`src/rtl/absorb_load_pad_stage.sv`:
```
// absorb_load_pad_stage
// Packs a byte-granular message, delivered as 64-bit words, into SHAKE rate
// blocks. SHAKE padding is applied on the way: a 0x1F domain byte, zero
// fill, then 0x80 in the last byte of the block. Each block is offered to
// the permute stage over a valid/ready handshake.
// Word i of a block sits at rate_output[RATE_WIDTH-1-i*w -: w], so SHAKE256
// blocks of 17 words occupy the upper 1088 bits.

module absorb_load_pad_stage #(
  parameter int w          = 64,
  parameter int RATE_WIDTH = 1344
) (
  input  logic                  clk,
  input  logic                  rst,
  input  logic                  cmd_valid,
  output logic                  cmd_ready,
  input  logic [1:0]            operation_mode_in,
  input  logic [31:0]           input_size_in,
  input  logic [31:0]           output_size_in,
  input  logic [w-1:0]          data_in,
  input  logic                  data_in_valid,
  output logic                  data_in_ready,
  output logic [RATE_WIDTH-1:0] rate_output,
  output logic                  block_valid,
  input  logic                  block_ready,
  output logic                  last_block,
  output logic [1:0]            operation_mode_out,
  output logic [31:0]           output_size_out
);

  localparam int         NWORDS            = RATE_WIDTH / w;
  localparam logic [1:0] SHAKE128_MODE_VEC = 2'b00;
  localparam logic [1:0] SHAKE256_MODE_VEC = 2'b01;

  typedef enum logic [2:0] {
    S_IDLE    = 3'd0,
    S_LOAD    = 3'd1,
    S_PAD     = 3'd2,
    S_PAD_END = 3'd3,
    S_HOLD    = 3'd4
  } state_t;

  state_t                    state_q, state_d;
  logic [1:0]                mode_q, mode_d;
  logic [31:0]               osize_q, osize_d;
  logic [31:0]               rem_q, rem_d;
  logic [4:0]                idx_q, idx_d;
  logic [NWORDS-1:0][w-1:0]  blk_q, blk_d;
  logic                      last_q, last_d;
  logic                      pad_pending_q, pad_pending_d;

  logic [4:0]                n_words_s;
  logic                      word_final_s;
  logic                      word_partial_s;
  logic                      at_end_s;

  // Keep b message bytes, put the 0x1F domain byte at position b, zero above it.
  function automatic logic [63:0] pad_partial_word(input logic [63:0] data,
                                                   input logic [2:0]  nbytes);
    logic [63:0] r;
    r = 64'd0;
    for (int k = 0; k < 8; k++) begin
      if (k < int'(nbytes)) begin
        r[8*k +: 8] = data[8*k +: 8];
      end else if (k == int'(nbytes)) begin
        r[8*k +: 8] = 8'h1F;
      end else begin
        r[8*k +: 8] = 8'h00;
      end
    end
    return r;
  endfunction

  // An unrecognised mode is treated as SHAKE128 (21-word block).
  assign n_words_s      = (mode_q == SHAKE256_MODE_VEC) ? 5'd17 : 5'd21;
  assign word_final_s   = (rem_q <= 32'd64);
  assign word_partial_s = (rem_q < 32'd64);
  assign at_end_s       = (idx_q == (n_words_s - 5'd1));

  // Next-state logic: command latch, word packing, padding and block handoff.
  always_comb begin
    state_d       = state_q;
    mode_d        = mode_q;
    osize_d       = osize_q;
    rem_d         = rem_q;
    idx_d         = idx_q;
    blk_d         = blk_q;
    last_d        = last_q;
    pad_pending_d = pad_pending_q;
    case (state_q)
      S_IDLE: begin
        if (cmd_valid) begin
          mode_d        = operation_mode_in;
          osize_d       = output_size_in;
          rem_d         = input_size_in & 32'hFFFF_FFF8;
          blk_d         = '0;
          idx_d         = 5'd0;
          last_d        = 1'b0;
          pad_pending_d = 1'b0;
          if ((input_size_in & 32'hFFFF_FFF8) != 32'd0) begin
            state_d = S_LOAD;
          end else begin
            state_d = S_PAD;
          end
        end else begin
          state_d = S_IDLE;
        end
      end
      S_LOAD: begin
        if (data_in_valid) begin
          if (word_partial_s) begin
            blk_d[idx_q] = pad_partial_word(data_in, rem_q[5:3]);
          end else begin
            blk_d[idx_q] = data_in;
          end
          rem_d = word_final_s ? 32'd0 : (rem_q - 32'd64);
          if (word_final_s) begin
            if (!at_end_s) begin
              // 0x1F is already in place for a partial word; a full word
              // needs the domain byte in the following word.
              idx_d   = idx_q + 5'd1;
              state_d = word_partial_s ? S_PAD_END : S_PAD;
            end else if (word_partial_s) begin
              blk_d[idx_q][63:56] = blk_d[idx_q][63:56] | 8'h80;
              last_d  = 1'b1;
              state_d = S_HOLD;
            end else begin
              // Message ends exactly on a block boundary: padding goes
              // into an extra block after this one is taken.
              last_d        = 1'b0;
              pad_pending_d = 1'b1;
              state_d       = S_HOLD;
            end
          end else if (at_end_s) begin
            last_d  = 1'b0;
            state_d = S_HOLD;
          end else begin
            idx_d = idx_q + 5'd1;
          end
        end else begin
          state_d = S_LOAD;
        end
      end
      S_PAD: begin
        blk_d[idx_q][7:0] = 8'h1F;
        state_d           = S_PAD_END;
      end
      S_PAD_END: begin
        blk_d[n_words_s - 5'd1][63:56] = blk_q[n_words_s - 5'd1][63:56] | 8'h80;
        last_d  = 1'b1;
        state_d = S_HOLD;
      end
      S_HOLD: begin
        if (block_ready) begin
          if (pad_pending_q) begin
            blk_d         = '0;
            idx_d         = 5'd0;
            pad_pending_d = 1'b0;
            state_d       = S_PAD;
          end else if (last_q) begin
            state_d = S_IDLE;
          end else begin
            blk_d   = '0;
            idx_d   = 5'd0;
            state_d = S_LOAD;
          end
        end else begin
          state_d = S_HOLD;
        end
      end
      default: begin
        state_d = S_IDLE;
      end
    endcase
  end

  // State and datapath registers with asynchronous clear.
  always_ff @(posedge clk or posedge rst) begin
    if (rst) begin
      state_q       <= S_IDLE;
      mode_q        <= SHAKE128_MODE_VEC;
      osize_q       <= 32'd0;
      rem_q         <= 32'd0;
      idx_q         <= 5'd0;
      blk_q         <= '0;
      last_q        <= 1'b0;
      pad_pending_q <= 1'b0;
    end else begin
      state_q       <= state_d;
      mode_q        <= mode_d;
      osize_q       <= osize_d;
      rem_q         <= rem_d;
      idx_q         <= idx_d;
      blk_q         <= blk_d;
      last_q        <= last_d;
      pad_pending_q <= pad_pending_d;
    end
  end

  // Map buffer words onto the rate bus, forcing words beyond the block size to zero.
  always_comb begin
    rate_output = '0;
    for (int i = 0; i < NWORDS; i++) begin
      if (i < int'(n_words_s)) begin
        rate_output[RATE_WIDTH-1-i*w -: w] = blk_q[i];
      end else begin
        rate_output[RATE_WIDTH-1-i*w -: w] = '0;
      end
    end
  end

  assign cmd_ready          = (state_q == S_IDLE);
  assign data_in_ready      = (state_q == S_LOAD);
  assign block_valid        = (state_q == S_HOLD);
  assign last_block         = (state_q == S_HOLD) && last_q;
  assign operation_mode_out = mode_q;
  assign output_size_out    = osize_q;

endmodule

```
`config.mk`:
```
export PLATFORM = sky130hd
export DESIGN_NAME = absorb_load_pad_stage
export DESIGN_NICKNAME = d
export VERILOG_FILES = /design/src/rtl/absorb_load_pad_stage.sv
export SDC_FILE = /design/constraint.sdc
export NUM_CORES = 2
export LEC_CHECK = 0
export ABC_AREA = 1
export CAP_MARGIN = 20
export CORE_AREA = 2 2 583 585
export CTS_BUF_LIST = sky130_fd_sc_hd__clkbuf_16
export DETAILED_ROUTE_END_ITERATION = 16
export DIE_AREA = 0 0 585 587
export HOLD_SLACK_MARGIN = 0.03
export PLACE_DENSITY = 0.53
export SYNTH_ARGS = -nofsm -noshare
export SYNTH_HDL_FRONTEND = slang
export SYNTH_SLANG_ARGS = --single-unit
```
`constraint.sdc`:
```
create_clock -name clk -period 111 [get_ports clk]
set_input_delay 33.3 -clock clk [delete_from_list [all_inputs] [get_ports clk]]
set_output_delay 33.3 -clock clk [all_outputs]
set_load 0.005 [all_outputs]
```
After elaboration in Yosys (flattened, before gate mapping):

Index checks and enable logic that the tools add are counted.

* bits in registers: 1420

* order comparisons: 34
* mux-type cells: 125
* reductions and logical operators: 16
* equality and inequality tests: 22
* add/sub/neg operators: 3

Operators with widths (count)
* $mux W1344: 11
* $bwmux W1344: 5
* $pmux W1344 S5: 1
* $mux W64: 24
* $demux W64 S5: 4
* $bmux W64 S5: 2
* $mux W8: 32
* $mux W63: 2
* $mux W32: 3
* $mux W5: 14
* $pmux W32 S2: 1
* $lt A4 B5 Y1 const A: 8
* $le A32 B7 Y1 const B: 1
* $lt A32 B7 Y1 const B: 1
* $reduce_bool A32 Y1: 1
* $sub A32 B7 Y32 const B: 1
* $lt A5 B5 Y1 const A: 5
* $mux W3: 7
* $lt A3 B5 Y1 const A: 4
* $pmux W3 S5: 1
* $pmux W5 S3: 1
* $mux W1: 13
* $eq A3 B3 Y1 const A: 4
* $lt A5 B6 Y1 const B: 2
* 32 further kinds: 52

Longest topological paths before layout:

* word-level depth: 18
* depth in mapped cells: 24

Worst setup path after synthesis:

Ideal clock, no wire load.

* kind: reg-to-output
* start: reg state_q[2]
* end: out data_in_ready
* path buffers: 4
* required time: 77.700 ns
* data arrival time: 1.648 ns
* path slack: 76.052 ns
* cell stages (with the launch flop): 6
* cells stage by stage: dfrtp_1 buf_2 nor3_4 clkbuf_1 clkbuf_1 clkbuf_1

* word-level cells in the longest chain between the ends: 1

Ends and longest elaborated chain
* start: declaration: line 43 `state_t state_q, state_d;`
* start signal: assignment: line 189 `state_q <= state_d;`
* $eq A3 B1 Y1: line 213 `assign data_in_ready = (state_q == S_LOAD);`
* end: declaration: line 22 `output logic data_in_ready,`

Every way passes these cells.

==> impl_metrics.yaml <==
detailed_routing:
  via_per_inst: 5.06
  firstDrtPassIters: 8
  topRoutingLayerUsed: "met4"
  drt_wl_total_mm: 450
  drc_errors: 0
  wl_met3_mm: 47.5
  drt-wirelength-per-cell_um: 27.9
  wl_met2_mm: 198
  ant_nets: 0
  m1WireLength_mm: 172
  vias: 81500
  drt_iter0_markers: 9134
yosys:
  yosys_most_used_dff: "dfrtp_1"
  syn_inst: 11400
  synth_top_area_share_pct: 41.6
  ys_types: 53
  mappedNetlistArea_um2: 85200
  async_flop_share_pct: 100
  yosys.area.top_type: "dfrtp_1"
  synth-seq-area-share_pct: 41.6
  synth_most_common_cell: "nand2_1"
  synth_fp_nets: 11600
  synth-edff-count: 0
  yosys_warnings: 0
  synth_common_cells: "nand2_1, o21ai_0, dfrtp_1, inv_1, buf_4"
  synth_seq_cells: 1417
  avgSynthCellArea_um2: 7.45
  synth_area_leaders: "dfrtp_1, nand2_1, buf_4, o21ai_0, o221ai_1"
timing:
  max_slew.worst_pin.slew_ns: 1.19
  final_max_slew_viol_count: 0
  finClkSkew_ns: 0.0856
  hold_viol: 0
  tns_ns: 0
  finalCritPeriodShare_pct: 34.3
  min_period_ns: 38.05
  max_freq_ghz: 0.0263
  finalWorstSetupSlack_ns: 72.95
  max_slew_margin_pct: 20.3
  setup_viol: 0
  rsz0062_at_grt: "false"
  fin_hold_ws_ns: 0.475
placed_design:
  pre_cts_slack_ns: 71.83
  gp_routability_congestion: 0.935
  io_buffer_count: 1513
  place_inst: 15800
  hpwl_mm: 308
floorplan:
  die_h_um: 587
  core_um2: 338000
  io_pins: 1517
  num_rows: 214
  die_area_um2: 343000
  initial_core_util_pct: 25.2
  die_w_um: 585
grt:
  grt_pass1_vias: 74500
  antenna_found_initial: 46
  grt_max_degree: 226
  grtUsageTotal_pct: 25.1
  grt_overflow: 0
  grt_pass1_wl_mm: 614
final_layout:
  drive_gt1_share_pct: 5.72
  num-fill-cells: 36000
  syn_to_final_growth_pct: 20.3
  regArea_um2: 35500
  finalNonFillerCells: 16100
  final_nets: 11600
  multiInputGateArea_um2: 33700
worst_setup_path:
  r2r_slack_ns: 103.60
  critical_path_class: "primary input to async pin"
  worst_setup_path_end_kind: "async pin"
  start_kind: "primary input"
  crit_arrival_ns: 38.93
  crit_fanout: 148
  critPathRequiredTime_ns: 111.89
cts:
  cts_max_level: 4
  cts_tree: "done"
  cts_hold_buf: 0
  clock_latency_ns: 0.90
  cts_resized: 0
  cts_root_buf: "clkbuf_16"
  clk_pin_slew_ns: 0.06
  clockBufferDepth: 4
  clkSinkCount: 1417
  postCtsSetupRepairBufs: 0
  cts_buffers: 183
run:
  drv_cap: 0
status:
  outcome: "finished clean"
power:
  p_per_area_nw_per_um2: 20.5
  p_total_w: 0.00210
  ir_drop_uv: 24.4
  p_leak_nw: 40.8
worst_hold_path:
  hold_path_class: "flip-flop to flip-flop"
layout make-up:
class                   instances  share of cell area, %
flip-flops and latches       1417                   34.6
clock buffers                 184                   4.49
multi-input cells            6768                   32.9
repair buffers               1729                   16.5
clock inverters               140                   1.06
well taps                    4536                   5.54
inverters                    1316                   4.85
diodes                         21                 0.0513
worst max-delay path, cell delays in order:
cell	delay, ns
clkdlybuf4s50_1	0.49
inv_8	0.53
buf_12	0.64
buf_12	0.65
buf_12	0.62
buf_12	0.54
buf_4	0.79
buf_4	0.76
final timing paths:
kind	start	end	cells after the start
worst max-delay path	rst	blk_q[1232]	8
max in group clk	data_in_valid	blk_q[334]	13
worst min-delay path	output_size_out[4]	output_size_out[4]	2
worst min register to register	output_size_out[4]	output_size_out[4]	2
min in group asynchronous	rst	blk_q[611]	2
worst max register to register	state_q[0]	blk_q[334]	16
kinds of logic after synthesis:
logic type      Yosys count  share of synthesized area, %
compound gates         3099                          21.7
xor+xnor                 14                         0.144
fa+ha+maj                 6                        0.0881
buf+inv                3248                          19.5
flops                  1417                          41.6
mux                       1                        0.0132
simple gates           3648                          16.9
per-stage QoR:
step	util [%]	instance area [um^2]
finish	30.3	103000
global route	30.3	102000
CTS	30.3	102000
detailed placement	28.6	96800
global placement	28.6	96700
floorplan	-	85200
state kept, by name (all words and copies together), names as in the netlist:
register	count
idx_q	5
blk_q	1344
rem_q	29
pad_pending_q	1
last_q	1
operation_mode_out	2
output_size_out	32
state_q	3
power by group:
group          leakage (nW)  total (W)  switching [W]  internal, W
clock                  2.91   0.000591       0.000265     0.000326
combinational          18.3   0.000914       0.000729     0.000186
sequential             19.6   0.000595      0.0000378     0.000557
placed cells by master (no fill, tap or decap), types with 20 or more instances in the layout:
| cell type | synthesis | final |
|---|---|---|
| nor2_1 | 664 | 652 |
| inv_2 | 31 | 44 |
| o21ai_1 | 102 | 91 |
| clkinv_1 | 8 | 43 |
| clkdlybuf4s50_1 | 0 | 1512 |
| a21boi_0 | 21 | 21 |
| o211ai_1 | 38 | 38 |
| o22ai_1 | 196 | 196 |
| inv_1 | 1277 | 1295 |
| nand3_1 | 264 | 257 |
| o21ai_4 | 1 | 32 |
| nor2_2 | 28 | 32 |
| clkbuf_16 | 0 | 184 |
| nor3_1 | 120 | 120 |
| diode_2 | 0 | 21 |
| a22oi_1 | 20 | 20 |
| o21ai_0 | 1596 | 1576 |
| o21bai_1 | 38 | 38 |
| clkinv_2 | 0 | 31 |
| buf_4 | 1100 | 202 |
| dfrtp_1 | 1417 | 1414 |
| o221ai_1 | 597 | 597 |
| nand2_1 | 2523 | 2496 |
| nand2_2 | 6 | 32 |
| a21oi_1 | 422 | 416 |
metal layers:
metal / up-vias / global-route usage, %
met5: - / 0
met4: 0 / 15.6
met3: 922 / 7.22
met2: 4377 / 38.5
met1: 39600 / 30.9
li1: 36600 / -
Note: power is estimated with default switching activity, not from simulation.
